### config.mk
export PLATFORM = sky130hd
export DESIGN_NAME = serial_subtractor_flat
export DESIGN_NICKNAME = d
export VERILOG_FILES = /design/src/rtl/arith_pkg.sv /design/src/rtl/serial_subtractor_if.sv /design/src/rtl/fullsubtractor.sv /design/src/rtl/serial_subtractor.sv /design/src/flat_wrapper.sv
export SDC_FILE = /design/constraint.sdc
export NUM_CORES = 1
export LEC_CHECK = 0
export BUFFER_PORTS_ARGS = -buffer_cell sky130_fd_sc_hd__buf_2
export CORE_UTILIZATION = 40
export DETAILED_ROUTE_END_ITERATION = 12
export PLACE_DENSITY = 0.69
export SYNTH_ARGS = -nofsm -noshare
export SYNTH_HDL_FRONTEND = slang
export SYNTH_HIERARCHICAL = 1
export SYNTH_SLANG_ARGS = --single-unit
### constraint.sdc
create_clock -name clk -period 1.3 [get_ports clk]
set_input_delay 0.195 -clock clk [delete_from_list [all_inputs] [get_ports clk]]
set_output_delay 0.195 -clock clk [all_outputs]
set_load 0.03 [all_outputs]
### src/rtl/arith_pkg.sv
// ============================================================================
// Module      : arith_pkg
// Description : Shared definitions for the ripple adder / serial subtractor
//               arithmetic family.
// Revision    : 1.0 - initial release
// ============================================================================
`default_nettype none

package arith_pkg;

    localparam int c_default_width = 4;

    typedef enum logic [1:0] {
        ST_IDLE = 2'b00,
        ST_RUN  = 2'b01,
        ST_DONE = 2'b10
    } state_t;

endpackage

`default_nettype wire

### src/rtl/serial_subtractor_if.sv
// ============================================================================
// Module      : serial_subtractor_if
// Description : Start/done handshake and operand/result bundle of the
//               bit-serial subtractor.
// Revision    : 1.0 - initial release
// ============================================================================
`default_nettype none

interface serial_subtractor_if #(
    parameter int WIDTH = arith_pkg::c_default_width
);
    logic             start;
    logic [WIDTH-1:0] a;
    logic [WIDTH-1:0] b;
    logic             ready;
    logic             busy;
    logic             done;
    logic [WIDTH-1:0] diff;
    logic             bout;
    logic             ovf;

    modport master (
        output start, a, b,
        input  ready, busy, done, diff, bout, ovf
    );

    modport slave (
        input  start, a, b,
        output ready, busy, done, diff, bout, ovf
    );
endinterface

`default_nettype wire

### src/rtl/fullsubtractor.sv
// ============================================================================
// Module      : fullsubtractor
// Description : One-bit full-subtractor cell, x - y - bin.
// Revision    : 1.0 - initial release
// ============================================================================
`default_nettype none

module fullsubtractor (
    input  wire logic x,
    input  wire logic y,
    input  wire logic bin,
    output logic      d,
    output logic      bo
);

    assign d  = x ^ y ^ bin;
    assign bo = (~x & y) | (~(x ^ y) & bin);

endmodule

`default_nettype wire

### src/rtl/serial_subtractor.sv
// ============================================================================
// Module      : serial_subtractor
// Description : Bit-serial a - b, LSB first, one bit per clock through a
//               single full-subtractor cell and a borrow flip-flop.
// Revision    : 1.0 - initial release
// ============================================================================
`default_nettype none

module serial_subtractor
    import arith_pkg::*;
#(
    parameter int WIDTH = c_default_width,
    parameter int CNTW  = 3
) (
    input  wire logic          clk,
    input  wire logic          reset,
    serial_subtractor_if.slave bus
);

    localparam logic [CNTW-1:0] c_last_cnt = CNTW'(WIDTH - 1);

    state_t           r_state;
    state_t           w_next_state;

    logic [WIDTH-1:0] r_a_sh;
    logic [WIDTH-1:0] r_b_sh;
    logic [WIDTH-1:0] r_res;
    logic [WIDTH-1:0] r_diff;
    logic [CNTW-1:0]  r_cnt;
    logic             r_brw;
    logic             r_bout;
    logic             r_ovf;
    logic             r_a_msb;
    logic             r_b_msb;

    logic             w_d;
    logic             w_bo;
    logic             w_last;
    logic [WIDTH-1:0] w_res_next;

    fullsubtractor u_cell (
        .x   (r_a_sh[0]),
        .y   (r_b_sh[0]),
        .bin (r_brw),
        .d   (w_d),
        .bo  (w_bo)
    );

    assign w_last     = (r_cnt == c_last_cnt);
    // New difference bit enters at the MSB so the word is aligned after WIDTH shifts
    assign w_res_next = (r_res >> 1) | {w_d, {(WIDTH-1){1'b0}}};

    always_ff @(posedge clk) begin
        if (reset) begin
            r_state <= ST_IDLE;
        end else begin
            r_state <= w_next_state;
        end
    end

    always_comb begin
        w_next_state = ST_IDLE;
        case (r_state)
            ST_IDLE: w_next_state = bus.start ? ST_RUN : ST_IDLE;
            ST_RUN:  w_next_state = w_last ? ST_DONE : ST_RUN;
            ST_DONE: w_next_state = ST_IDLE;
            default: w_next_state = ST_IDLE;
        endcase
    end

    always_ff @(posedge clk) begin
        if (reset) begin
            r_a_sh  <= '0;
            r_b_sh  <= '0;
            r_res   <= '0;
            r_diff  <= '0;
            r_cnt   <= '0;
            r_brw   <= 1'b0;
            r_bout  <= 1'b0;
            r_ovf   <= 1'b0;
            r_a_msb <= 1'b0;
            r_b_msb <= 1'b0;
        end else begin
            case (r_state)
                ST_IDLE: begin
                    if (bus.start) begin
                        r_a_sh  <= bus.a;
                        r_b_sh  <= bus.b;
                        r_res   <= '0;
                        r_brw   <= 1'b0;
                        r_cnt   <= '0;
                        r_a_msb <= bus.a[WIDTH-1];
                        r_b_msb <= bus.b[WIDTH-1];
                    end
                end
                ST_RUN: begin
                    r_a_sh <= r_a_sh >> 1;
                    r_b_sh <= r_b_sh >> 1;
                    r_res  <= w_res_next;
                    r_brw  <= w_bo;
                    r_cnt  <= r_cnt + CNTW'(1);
                    // Visible results only move on the final bit
                    if (w_last) begin
                        r_diff <= w_res_next;
                        r_bout <= w_bo;
                        r_ovf  <= (r_a_msb != r_b_msb) && (w_d != r_a_msb);
                    end
                end
                default: begin
                end
            endcase
        end
    end

    assign bus.ready = (r_state == ST_IDLE);
    assign bus.busy  = (r_state == ST_RUN);
    assign bus.done  = (r_state == ST_DONE);
    assign bus.diff  = r_diff;
    assign bus.bout  = r_bout;
    assign bus.ovf   = r_ovf;

endmodule

`default_nettype wire

### src/flat_wrapper.sv
// flat-port wrapper written by rule: the top's interface ports become plain ports
module serial_subtractor_flat import arith_pkg::*;
#(
    parameter int WIDTH = c_default_width,
    parameter int CNTW  = 3
)
  (clk, reset, bus_start, bus_a, bus_b, bus_ready, bus_busy, bus_done, bus_diff, bus_bout, bus_ovf);
  serial_subtractor_if #(.WIDTH(WIDTH)) bus_i ();
  input  wire logic clk;
  input  wire logic reset;
  input wire logic [$bits(bus_i.start)-1:0] bus_start;
  input wire logic [$bits(bus_i.a)-1:0] bus_a;
  input wire logic [$bits(bus_i.b)-1:0] bus_b;
  output wire logic [$bits(bus_i.ready)-1:0] bus_ready;
  output wire logic [$bits(bus_i.busy)-1:0] bus_busy;
  output wire logic [$bits(bus_i.done)-1:0] bus_done;
  output wire logic [$bits(bus_i.diff)-1:0] bus_diff;
  output wire logic [$bits(bus_i.bout)-1:0] bus_bout;
  output wire logic [$bits(bus_i.ovf)-1:0] bus_ovf;
  assign bus_i.start = bus_start;
  assign bus_i.a = bus_a;
  assign bus_i.b = bus_b;
  assign bus_ready = bus_i.ready;
  assign bus_busy = bus_i.busy;
  assign bus_done = bus_i.done;
  assign bus_diff = bus_i.diff;
  assign bus_bout = bus_i.bout;
  assign bus_ovf = bus_i.ovf;
  serial_subtractor #(.WIDTH(WIDTH), .CNTW(CNTW)) u_core (.clk(clk), .reset(reset), .bus(bus_i));
endmodule
==> metrics.md <==
| Metric | Value |
|---|---|
| Fillers | `226` |
| Final setup viols | `2` |
| Total CTS buffers | `3` |
| Pin count of the biggest net entering global routing | `26` |
| Leakage | `0.617 nW` |
| Antenna diodes | `0` |
| CP required | `1.55 ns` |
| Status | `complete, but fails checks` |
| WL/cell | `12.4 um` |
| Hold WS | `0.134 ns` |
| Syn. warnings | `6` |
| Area after DPL | `1200 sq um` |
| Synth Flop Type | `dfxtp_1` |
| Worst Path Max Fanout | `4` |
| Final worst clock skew | `0.00691 ns` |
| H-tree levels | `1` |
| Starting Density | `0.425` |
| Number of buffers and inverters on the critical path | `1` |
| Final-report hold violation count | `0` |
| Latest clock arrival within the worst-skew pair | `0.31 ns` |
| Die height | `53.5 um` |
| Global-route wire length before repair | `3.53 mm` |
| Die Area | `2870 sq um` |
| Std-Cell Rows | `18` |
| Register area share after synthesis | `0.471` |
| Final count of pins violating max slew | `0` |
| Setup slack at placement | `-0.169 ns` |
| Top delay family on crit path | `adder cells` |
| Peak VDD IR | `0.671 mV` |
| F_max | `0.716 GHz` |
| TritonCTS Sinks | `25` |
| Syn avg cell area | `9.84 sq um` |
| Failing checks | `negative setup slack` |
| Placed wire-length estimate | `1.48 mm` |
| RSZ-0062 raised after global routing | `true` |
| Initial antenna violation count | `0` |
| Post-DR vias/cell | `5.18` |
| Grt ovf | `0` |
| CP Launch Type | `flip-flop` |
| Final Wtd Congestion | `0.803` |
| Hold Path Class | `input pin to flip-flop` |
| Syn Nets | `122` |
| Fin crit period | `1.40 ns` |
| Count of different cell masters after synthesis | `26` |
| Reg clk slew, reported paths | `0.13 ns` |
| Final WL | `2.09 mm` |
| Worst EP arrival | `1.64 ns` |
| Nets | `153` |
| Residual DRC count | `0` |
| DR vias | `871` |
| Synthesized instance count | `108` |
| Slew HR | `0.684` |
| Worst setup margin | `-0.0967 ns` |
| Critical setup path kind | `flip-flop to flip-flop` |
| Port buffer count | `19` |
| Ports | `20` |
| Worst slew pin tran | `0.474 ns` |
| CTS tree | `done` |
| Post-synth EDFFs | `0` |
| PD cells | `1030 nW/um^2` |
| Core area | `2500 sq um` |
| Fin area | `1370 sq um` |
| All-Layer GR Usage | `0.172` |
| Critical Path, Cell by Cell | `inv_2 -> fa_2 -> and3b_1 -> nor3_2 -> nor3_1` |
| Die width | `53.5 um` |
| Setup TNS | `-0.125 ns` |
| Worst stage delay on the critical path | `0.60 ns` |
| Cts hold-fix bufs | `0` |
| Vias in the first global route | `806` |
| Ys async rst share | `0` |
| Synth Register Bits | `25` |
| Post-route antenna net violation count | `0` |
| Share of layout cells above drive strength 1 | `0.391` |
| Max-cap violation count | `0` |
| Clock buffer depth | `2` |
| Cell Area, Synth | `1060 sq um` |
| Initial drt markers | `18` |
| CP max-delay cell | `fa_2` |
| Layout area overhead | `28.5%` |
| Fin crit share | `1.07` |
| Worst setup EP type | `flip-flop` |
| Clock root buffer | `clkbuf_4` |
| Detailed Routing Iterations Pass 1 | `4` |
synth_stat cells, types with 2 or more instances:
cell type   n  area share
dfxtp_1    25        0.47
nor2_1     20       0.071
mux2i_1     9       0.085
a22oi_1     8       0.057
a211oi_1    5       0.035
a21oi_1     5       0.024
inv_1       5       0.018
nand2_1     4       0.014
nand3_1     4       0.019
a211oi_2    3       0.035
buf_4       2       0.014
clkbuf_1    2      0.0071
ha_1        2       0.024
nor3_1      2      0.0094
cell type report:
cell class	count	area, sq um	share of cell area
repair buffers	33	226	0.166
well taps	30	37.5	0.0275
flip-flops and latches	25	510	0.374
clock buffers	4	26.3	0.0192
multi-input cells	71	546	0.400
inverters	5	18.8	0.0137
sequential cells by signal (all words and copies together) (netlist names):
signal / cells
u_core/bus.diff: 4
u_core/r_b_msb: 1
u_core/r_a_sh: 4
u_core/r_b_sh: 4
u_core/bus.bout: 1
u_core/r_a_msb: 1
u_core/bus.ovf: 1
u_core/r_state: 2
u_core/r_res: 3
u_core/r_cnt: 3
u_core/r_brw: 1
metrics by stage:
stage | total power, mW | utilization | std cells
4_1_cts | 1.39 | 0.516 | 163
5_1_grt | 1.48 | 0.546 | 168
2_1_floorplan | 0.978 | - | 108
3_3_place_gp | 1.03 | 0.479 | 156
6_report | 1.41 | 0.546 | 168
3_5_place_dp | 1.03 | 0.479 | 156
routing by layer:
metal  track usage  part of all wire  vias to the layer above  wire, um
met5             0                 0                        -         0
met4        0.0658            0.0091                        0        19
met3        0.0339             0.037                        2        77
met2         0.275              0.47                       16       990
met1         0.228              0.48                      414      1000
li1              -                 -                      439         -
worst reg2reg max path, cell delays in order (launching register included):
cell	delay, ns
dfxtp_2	0.36
inv_2	0.04
fa_2	0.60
and3b_1	0.18
nor3_2	0.04
nor3_1	0.11
cell usage in the layout, fill, tap and decap left out, types with 4 or more instances in the layout:
| cell type | synthesis | routed |
|---|---|---|
| nor2_1 | 20 | 19 |
| nand3_1 | 4 | 4 |
| inv_1 | 5 | 4 |
| a21oi_1 | 5 | 5 |
| a22oi_1 | 8 | 8 |
| a211oi_1 | 5 | 5 |
| mux2i_1 | 9 | 9 |
| buf_2 | 1 | 16 |
| nand2_1 | 4 | 4 |
| buf_4 | 2 | 13 |
| dfxtp_1 | 25 | 21 |
power breakdown:
| group | switching, mW | internal (mW) |
|---|---|---|
| Clock | 0.218 | 0.120 |
| Combinational | 0.121 | 0.129 |
| Sequential | 0.0246 | 0.799 |
worst paths after layout:
path | to | slack [ns] | startpoint | depth (start not counted)
setup / recovery | u_core/bus.ovf$_SDFFE_PP0P_ | -0.1 | u_core/r_brw$_SDFFE_PP0P_ | 5
hold / removal | u_core/r_a_sh[3]$_SDFFE_PP0P_ | 0.13 | bus_a[3] | 3
setup reg to reg | u_core/bus.ovf$_SDFFE_PP0P_ | -0.1 | u_core/r_brw$_SDFFE_PP0P_ | 5
hold reg to reg | u_core/r_cnt[0]$_SDFFE_PP0P_ | 0.46 | u_core/r_cnt[0]$_SDFFE_PP0P_ | 1
cell families (layout without fill, tap and decap cells):
| family | count (synthesis) | in the layout | synth area share |
|---|---|---|---|
| adders and majority gates | 3 | 3 | 0.0424 |
| DFF | 25 | 25 | 0.471 |
| buffers and inverters | 12 | 42 | 0.0577 |
| muxes | 9 | 9 | 0.0848 |
| and+or+nand+nor | 36 | 36 | 0.173 |
| AOI/OAI and AO/OA | 23 | 23 | 0.171 |
timing repair:
action / in CTS / in global routing
pin swaps: 4 / 0
endpoints found under the setup margin: 11 / 12
setup buffers: 3 / 5
resized for setup: 15 / 10
(Power assumes the default switching activity.)
